[src/rtl/jtag_cmd_sequencer_if.sv]
// Command/response bus between JTAG requesters and the sequencer.
// The master side issues commands and accepts responses; the slave side is the sequencer.
interface jtag_cmd_sequencer_if #(
  parameter int unsigned NREQ = 2
);
  logic [NREQ-1:0]    req_valid;
  logic [NREQ-1:0]    req_ready;
  logic [3*NREQ-1:0]  req_cmd;
  logic [6*NREQ-1:0]  req_nbits;
  logic [32*NREQ-1:0] req_data;
  logic               rsp_valid;
  logic               rsp_ready;
  logic [2:0]         rsp_id;
  logic [31:0]        rsp_data;
  logic               rsp_err;

  modport master (
    output req_valid, req_cmd, req_nbits, req_data, rsp_ready,
    input  req_ready, rsp_valid, rsp_id, rsp_data, rsp_err
  );

  modport slave (
    input  req_valid, req_cmd, req_nbits, req_data, rsp_ready,
    output req_ready, rsp_valid, rsp_id, rsp_data, rsp_err
  );
endinterface

[src/rtl/jtag_cmd_sequencer.sv]
// Round-robin arbitrated JTAG master: runs one TAP reset, TMS sequence or scan at a time
// on TCK/TMS/TDI and returns the captured TDO bits to the issuing requester.
module jtag_cmd_sequencer #(
  parameter int unsigned NREQ    = 2,
  parameter int unsigned TCK_DIV = 4
) (
  input  logic                clk,
  input  logic                rst_n,
  input  logic                enable,
  jtag_cmd_sequencer_if.slave bus,
  output logic                busy,
  output logic                tck,
  output logic                tms,
  output logic                tdi,
  input  logic                tdo
);
  localparam int unsigned CntW = (TCK_DIV > 1) ? $clog2(TCK_DIV) : 1;
  localparam logic [CntW-1:0] CntLast = CntW'(TCK_DIV - 1);

  typedef enum logic [2:0] {StIdle, StShiftLo, StShiftHi, StErr, StResp} state_e;

  state_e          state;
  logic [2:0]      cmd, id, ptr;
  logic [4:0]      idx, last;
  logic [31:0]     data, capture;
  logic [CntW-1:0] cnt;
  logic            rsp_valid, rsp_err;
  logic [2:0]      rsp_id;
  logic [31:0]     rsp_data;

  // Requester fields padded to 8 slots so a 3-bit index always selects in range.
  logic [7:0]  valid8;
  logic [2:0]  cmd_arr   [8];
  logic [5:0]  nbits_arr [8];
  logic [31:0] data_arr  [8];

  for (genvar g = 0; g < 8; g++) begin : g_pad
    if (g < NREQ) begin : g_used
      assign valid8[g]    = bus.req_valid[g];
      assign cmd_arr[g]   = bus.req_cmd[3*g +: 3];
      assign nbits_arr[g] = bus.req_nbits[6*g +: 6];
      assign data_arr[g]  = bus.req_data[32*g +: 32];
    end else begin : g_unused
      assign valid8[g]    = 1'b0;
      assign cmd_arr[g]   = 3'd0;
      assign nbits_arr[g] = 6'd0;
      assign data_arr[g]  = 32'd0;
    end
  end

  logic       gnt_found, gnt_en;
  logic [2:0] gnt_idx, cand;

  always_comb begin
    gnt_found = 1'b0;
    gnt_idx   = 3'd0;
    cand      = 3'd0;
    for (int unsigned k = 0; k < NREQ; k++) begin
      cand = 3'((32'(ptr) + k) % NREQ);
      if (!gnt_found && valid8[cand]) begin
        gnt_found = 1'b1;
        gnt_idx   = cand;
      end
    end
  end

  assign gnt_en = rst_n && (state == StIdle) && enable && gnt_found;

  for (genvar g = 0; g < NREQ; g++) begin : g_ready
    assign bus.req_ready[g] = gnt_en && (gnt_idx == 3'(g));
  end

  // {tms, tdi} for bit i of a command whose final bit index is l.
  function automatic logic [1:0] bit_pins(logic [2:0] c, logic [4:0] i, logic [4:0] l,
                                          logic [31:0] d);
    case (c)
      3'd0:    return {i != 5'd5, 1'b0};
      3'd1:    return {d[i], 1'b0};
      3'd2:    return {1'b0, d[i]};
      3'd3:    return {i == l, d[i]};
      default: return 2'b00;
    endcase
  endfunction

  logic [2:0]  sel_cmd;
  logic [4:0]  sel_last;
  logic [31:0] sel_data;
  logic [1:0]  acc_pins, nxt_pins;

  // nbits of 0 wraps to a last index of 31, i.e. a 32-bit command.
  assign sel_cmd  = cmd_arr[gnt_idx];
  assign sel_data = data_arr[gnt_idx];
  assign sel_last = (sel_cmd == 3'd0) ? 5'd5 : 5'(nbits_arr[gnt_idx] - 6'd1);
  assign acc_pins = bit_pins(sel_cmd, 5'd0, sel_last, sel_data);
  assign nxt_pins = bit_pins(cmd, idx + 5'd1, last, data);

  always_ff @(posedge clk or negedge rst_n) begin
    if (!rst_n) begin
      state     <= StIdle;
      cmd       <= 3'd0;
      id        <= 3'd0;
      ptr       <= 3'd0;
      idx       <= 5'd0;
      last      <= 5'd0;
      data      <= 32'd0;
      capture   <= 32'd0;
      cnt       <= '0;
      tck       <= 1'b0;
      tms       <= 1'b0;
      tdi       <= 1'b0;
      rsp_valid <= 1'b0;
      rsp_err   <= 1'b0;
      rsp_id    <= 3'd0;
      rsp_data  <= 32'd0;
    end else begin
      case (state)
        StIdle: begin
          if (gnt_en) begin
            ptr     <= (gnt_idx == 3'(NREQ - 1)) ? 3'd0 : gnt_idx + 3'd1;
            cmd     <= sel_cmd;
            last    <= sel_last;
            data    <= sel_data;
            id      <= gnt_idx;
            idx     <= 5'd0;
            cnt     <= '0;
            capture <= 32'd0;
            if (sel_cmd[2]) begin
              state <= StErr;
            end else begin
              state      <= StShiftLo;
              {tms, tdi} <= acc_pins;
            end
          end
        end
        StShiftLo: begin
          if (cnt == CntLast) begin
            cnt          <= '0;
            tck          <= 1'b1;
            capture[idx] <= tdo;
            state        <= StShiftHi;
          end else begin
            cnt <= cnt + 1'b1;
          end
        end
        StShiftHi: begin
          if (cnt == CntLast) begin
            cnt <= '0;
            tck <= 1'b0;
            if (idx != last) begin
              idx        <= idx + 5'd1;
              {tms, tdi} <= nxt_pins;
              state      <= StShiftLo;
            end else begin
              tms       <= 1'b0;
              tdi       <= 1'b0;
              rsp_valid <= 1'b1;
              rsp_err   <= 1'b0;
              rsp_data  <= capture;
              rsp_id    <= id;
              state     <= StResp;
            end
          end else begin
            cnt <= cnt + 1'b1;
          end
        end
        StErr: begin
          rsp_valid <= 1'b1;
          rsp_err   <= 1'b1;
          rsp_data  <= 32'd0;
          rsp_id    <= id;
          state     <= StResp;
        end
        StResp: begin
          if (bus.rsp_ready) begin
            rsp_valid <= 1'b0;
            state     <= StIdle;
          end
        end
        default: state <= StIdle;
      endcase
    end
  end

  assign busy         = (state != StIdle);
  assign bus.rsp_valid = rsp_valid;
  assign bus.rsp_err   = rsp_err;
  assign bus.rsp_id    = rsp_id;
  assign bus.rsp_data  = rsp_data;
endmodule

[src/flat_wrapper.sv]
// flat-port wrapper written by rule: the top's interface ports become plain ports
module jtag_cmd_sequencer_flat 
#(
  parameter int unsigned NREQ    = 2,
  parameter int unsigned TCK_DIV = 4
)
  (clk, rst_n, enable, busy, tck, tms, tdi, tdo, bus_req_valid, bus_req_cmd, bus_req_nbits, bus_req_data, bus_rsp_ready, bus_req_ready, bus_rsp_valid, bus_rsp_id, bus_rsp_data, bus_rsp_err);
  jtag_cmd_sequencer_if #(.NREQ(NREQ)) bus_i ();
  input  logic clk;
  input  logic rst_n;
  input  logic enable;
  output logic busy;
  output logic tck;
  output logic tms;
  output logic tdi;
  input  logic tdo;
  input wire logic [$bits(bus_i.req_valid)-1:0] bus_req_valid;
  input wire logic [$bits(bus_i.req_cmd)-1:0] bus_req_cmd;
  input wire logic [$bits(bus_i.req_nbits)-1:0] bus_req_nbits;
  input wire logic [$bits(bus_i.req_data)-1:0] bus_req_data;
  input wire logic [$bits(bus_i.rsp_ready)-1:0] bus_rsp_ready;
  output wire logic [$bits(bus_i.req_ready)-1:0] bus_req_ready;
  output wire logic [$bits(bus_i.rsp_valid)-1:0] bus_rsp_valid;
  output wire logic [$bits(bus_i.rsp_id)-1:0] bus_rsp_id;
  output wire logic [$bits(bus_i.rsp_data)-1:0] bus_rsp_data;
  output wire logic [$bits(bus_i.rsp_err)-1:0] bus_rsp_err;
  assign bus_i.req_valid = bus_req_valid;
  assign bus_i.req_cmd = bus_req_cmd;
  assign bus_i.req_nbits = bus_req_nbits;
  assign bus_i.req_data = bus_req_data;
  assign bus_i.rsp_ready = bus_rsp_ready;
  assign bus_req_ready = bus_i.req_ready;
  assign bus_rsp_valid = bus_i.rsp_valid;
  assign bus_rsp_id = bus_i.rsp_id;
  assign bus_rsp_data = bus_i.rsp_data;
  assign bus_rsp_err = bus_i.rsp_err;
  jtag_cmd_sequencer #(.NREQ(NREQ), .TCK_DIV(TCK_DIV)) u_core (.clk(clk), .rst_n(rst_n), .enable(enable), .bus(bus_i), .busy(busy), .tck(tck), .tms(tms), .tdi(tdi), .tdo(tdo));
endmodule
[config.mk]
export PLATFORM = sky130hd
export DESIGN_NAME = jtag_cmd_sequencer_flat
export DESIGN_NICKNAME = d
export VERILOG_FILES = /design/src/rtl/jtag_cmd_sequencer_if.sv /design/src/rtl/jtag_cmd_sequencer.sv /design/src/flat_wrapper.sv
export SDC_FILE = /design/constraint.sdc
export NUM_CORES = 1
export LEC_CHECK = 0
export BUFFER_PORTS_ARGS = -buffer_cell sky130_fd_sc_hd__buf_2
export CORE_UTILIZATION = 55
export DETAILED_ROUTE_END_ITERATION = 8
export GPL_TIMING_DRIVEN = 1
export PLACE_DENSITY = 0.81
export SKIP_CTS_REPAIR_TIMING = 1
export SLEW_MARGIN = 20
export SYNTH_ARGS = -nofsm -noshare
export SYNTH_HDL_FRONTEND = slang
export SYNTH_SLANG_ARGS = --single-unit
[constraint.sdc]
create_clock -name clk -period 3.6 [get_ports clk]
set_input_delay 0.18 -clock clk [delete_from_list [all_inputs] [get_ports clk]]
set_output_delay 0.18 -clock clk [all_outputs]
set_load 0.01 [all_outputs]
==> PnR_summary.wiki <==
{| class="wikitable"
! Metric !! Value
|-
| Most common cell after layout, fill and taps aside || sky130_fd_sc_hd__buf_2
|-
| Netlist Area Pre-Place || 6140 sq um
|-
| Crit start category || register
|-
| Achievable clock frequency || around 350 MHz
|-
| Worst IR drop on VDD || ~0.40 mV
|-
| Count of mapped cells out of synthesis || about 640
|-
| Count of max-cap constraint violations || 0
|-
| Adder-Cell Fraction of Synth Area || between 1 and 1.5%
|-
| H-Tree Level Count || 4
|-
| Power, Total || between 0.005 and 0.006 W
|-
| Power density over the cells || 708 nW/um^2
|-
| Routed vias || between 5000 and 6000
|-
| DR iter-0 viols || around 630
|-
| Tightest slew margin relative to the limit || between 40% and 50%
|-
| Clock tree from TritonCTS || built
|-
| Crit path DAT || 3.26 ns
|-
| Num rows || 38
|-
| Hold Crit Class || in2reg
|-
| I/O pin count || ~130
|-
| Share of the clock period used by the worst path || about four fifths
|-
| Post-detailed-placement half-perimeter wirelength || 10100 microns
|-
| Number of instances in the placed design || slightly below 900
|-
| First-pass GRT wire length || between 20000 and 25000 microns
|-
| Maximum number of pins on one net before global-route repair || 71
|-
| Wirelength, routed || about 18000 microns
|-
| Remaining routing DRC violations || 0
|-
| Growth of design area from synthesis to finish || 30.6%
|-
| Main synth FF type || sky130_fd_sc_hd__dfrtp_1
|-
| XOR/XNOR Fraction of Synth Area || 2.71%
|-
| Combinational family with the most area after synthesis || compound AO/OA/AOI/OAI gates
|-
| Number of antenna violations at the first check in global routing || 0
|-
| Static leakage || around 3.8 nW
|-
| Count of cells along the worst hold path || 3
|-
| Status || finished clean
|-
| N_diodes || 0
|-
| Clock buffer count from CTS || 17
|-
| Number of hold violations in the final report || 0
|-
| Depth of the most critical reg-to-reg path || 8
|-
| Number of failing setup endpoints in the final timing report || 0
|-
| Initial standard-cell utilization of the core || a little under three fifths
|-
| Total GRT Usage || about 28%
|-
| Worst R2R Setup Slack || 0.72 ns
|-
| Cell at the root of the clock tree || sky130_fd_sc_hd__clkbuf_8
|-
| Post-CTS clock slew at the launch and capture registers of the worst setup and hold paths || around 0.06 ns
|-
| Share of the yosys chip area belonging to registers || between 40% and 50%
|-
| Required @ worst endpoint || 3.98 ns
|-
| Actual transition at the worst max-transition pin || a little under 0.9 ns
|-
| Worst-path fanout max || 14
|-
| Clock period minus final worst setup slack || 2.88 ns
|-
| Crit. End Element || register
|-
| Commonest cells after routing, fill and taps aside || sky130_fd_sc_hd__buf_2 (126), sky130_fd_sc_hd__dfrtp_1 (122), sky130_fd_sc_hd__nand2_1 (91)
|-
| Clock Latency Late Sink || between 0.5 and 0.6 ns
|-
| Basic-gate share of the synthesized area counting and, or, nand and nor cells || between 10% and 20%
|-
| Final GP Congestion || 0.824
|-
| Vertical extent of the die || 108 microns
|-
| Detail-routed net length per standard cell || 18.8 microns
|-
| Count of distinct cell types in the synthesized netlist || between 50 and 60
|-
| Antenna-violating nets left || 0
|-
| Core ar. || ~11000 sq um
|-
| Number of iterations in the first detailed-routing pass || 5
|-
| Share of synthesized flip-flops with an asynchronous set or reset || between 90% and 100%
|-
| DIE WIDTH || 108 microns
|-
| Share of post-route cells with drive strength above 1 || between 20% and 30%
|-
| Fraction of synthesized area in multiplexers || 5.95%
|-
| Synthesized area per cell || between 9 and 10 sq um
|-
| Average via count per standard cell || a little over 6
|-
| RSZ-0062 raised after global routing || no
|-
| Fin cells || 965
|-
| Number of synthesized flops with an enable pin || 0
|-
| Final net count || roughly 910
|-
| Die Area || between 10000 and 15000 sq um
|-
| Fin. max-slew vios || 0
|-
| Post-synthesis register bit count || around 120
|-
| Sum Neg Setup Slack || 0 ns
|-
| Share of the core filled with cells in the final layout || between 70% and 80%
|-
| CTS max path bufs || 2
|-
| Synth Warn # || 0
|-
| Crit path kind || reg2reg
|-
| Input/output buffers || around 130
|-
| Setup Skew || between 0.01 and 0.015 ns
|-
| Synthesized-area fraction occupied by ao, oa, aoi and oai cells || 20.9%
|-
| Number of global-route vias before repair || approximately 5200
|-
| Total clock sinks || around 120
|-
| Total overflow reported by the global router || 0
|}
## cells in the mapped netlist, drive strengths merged, types with 2 or more instances
| cell type | n | area, sq um |
|---|---|---|
| nor2b | 4 | 25.0 |
| o22a | 2 | 17.5 |
| and3 | 4 | 25.0 |
| nand4b | 5 | 43.8 |
| mux2i | 14 | 140 |
| clkbuf | 25 | 93.8 |
| or2 | 2 | 12.5 |
| nor2 | 51 | 199 |
| xnor2 | 9 | 105 |
| a21oi | 33 | 165 |
| nand3 | 7 | 40.0 |
| nand2b | 7 | 43.8 |
| mux2 | 4 | 45.0 |
| o211ai | 2 | 15.0 |
| a22oi | 2 | 15.0 |
| mux4 | 8 | 180 |
| ha | 6 | 75.1 |
| nor3 | 14 | 75.1 |
| buf | 24 | 148 |
| xor2 | 7 | 61.3 |
| a31oi | 38 | 238 |
| o21ai | 91 | 455 |
| o31ai | 3 | 22.5 |
| and3b | 2 | 17.5 |
| inv | 8 | 30.0 |
| a22o | 34 | 298 |
| dfrtp | 122 | 3050 |
| and2 | 4 | 25.0 |
| or3 | 6 | 42.5 |
| nand2 | 91 | 342 |
## worst max-delay path, stage by stage (launching register included)
cell                        delay [ns]
sky130_fd_sc_hd__dfrtp_1          0.65
sky130_fd_sc_hd__ha_1             0.24
sky130_fd_sc_hd__buf_4            0.21
sky130_fd_sc_hd__xor2_1           0.61
sky130_fd_sc_hd__mux2i_1          0.33
sky130_fd_sc_hd__mux2i_1          0.13
sky130_fd_sc_hd__mux2_2           0.34
sky130_fd_sc_hd__nand4_1          0.11
sky130_fd_sc_hd__o2111ai_1        0.14
## final cells by class
cell class | count | area [sq um]
flip-flops and latches | 122 | 3050
multi-input cells | 463 | 2840
fillers | 714 | 2820
repair buffers | 201 | 1350
clock buffers | 19 | 422
well taps | 140 | 175
clock inverters | 12 | 151
inverters | 8 | 30.0
## cells by family (layout without fill, tap and decap cells)
kind of cell / after synthesis / in the layout
other: 1 / 2
buffers and inverters: 57 / 240
XOR/XNOR: 16 / 16
multiplexers: 26 / 26
adder cells (fa/ha/maj): 6 / 6
AND/OR/NAND/NOR: 201 / 201
AO/OA/AOI/OAI: 212 / 212
flip-flops: 122 / 122
## routing by layer
metal | GRT usage (%) | part of all wire (%) | vias to the layer above
met5 | 0 | 0 | -
met4 | 13.8 | 4.3 | 0
met3 | 6.30 | 7.6 | 77
met2 | 44.2 | 49 | 397
met1 | 35.8 | 39 | 2873
li1 | - | - | 2647
## where the power goes
part           internal, W  switching [W]
combinational     0.000931        0.00104
clock              0.00105       0.000638
sequential         0.00169       0.000345
## path summary, 6_finish.rpt
| path | startpoint | end |
|---|---|---|
| setup reg to reg | u_core.idx[0] | u_core.tms |
| setup / recovery | u_core.idx[0] | u_core.tms |
| hold reg to reg | u_core.bus.rsp_valid | u_core.bus.rsp_valid |
| max in group asynchronous | rst_n | u_core.data[5] |
| min in group asynchronous | rst_n | u_core.bus.rsp_data[30] |
| hold / removal | bus_req_data[32] | u_core.data[0] |
## metrics by stage
step                      worst slack, ns  area [sq um]  hold WS, ns
after floorplan                      1.00          6150       -0.116
after CTS                           0.867          7380       -0.137
after global placement              0.952          6810        0.394
after global routing                0.637          8020       0.0633
final                               0.718          8020       0.0339
after detailed placement            0.896          6810        0.410
## flip-flops by register name (all words and copies together), names as in the netlist, 2 cells and up
name                 count
u_core.data             32
u_core.idx               5
u_core.cnt               2
u_core.bus.rsp_data     32
u_core.cmd               3
u_core.capture          32
u_core.state             3
u_core.last              5
No activity file was read; power rests on OpenSTA's default activity.
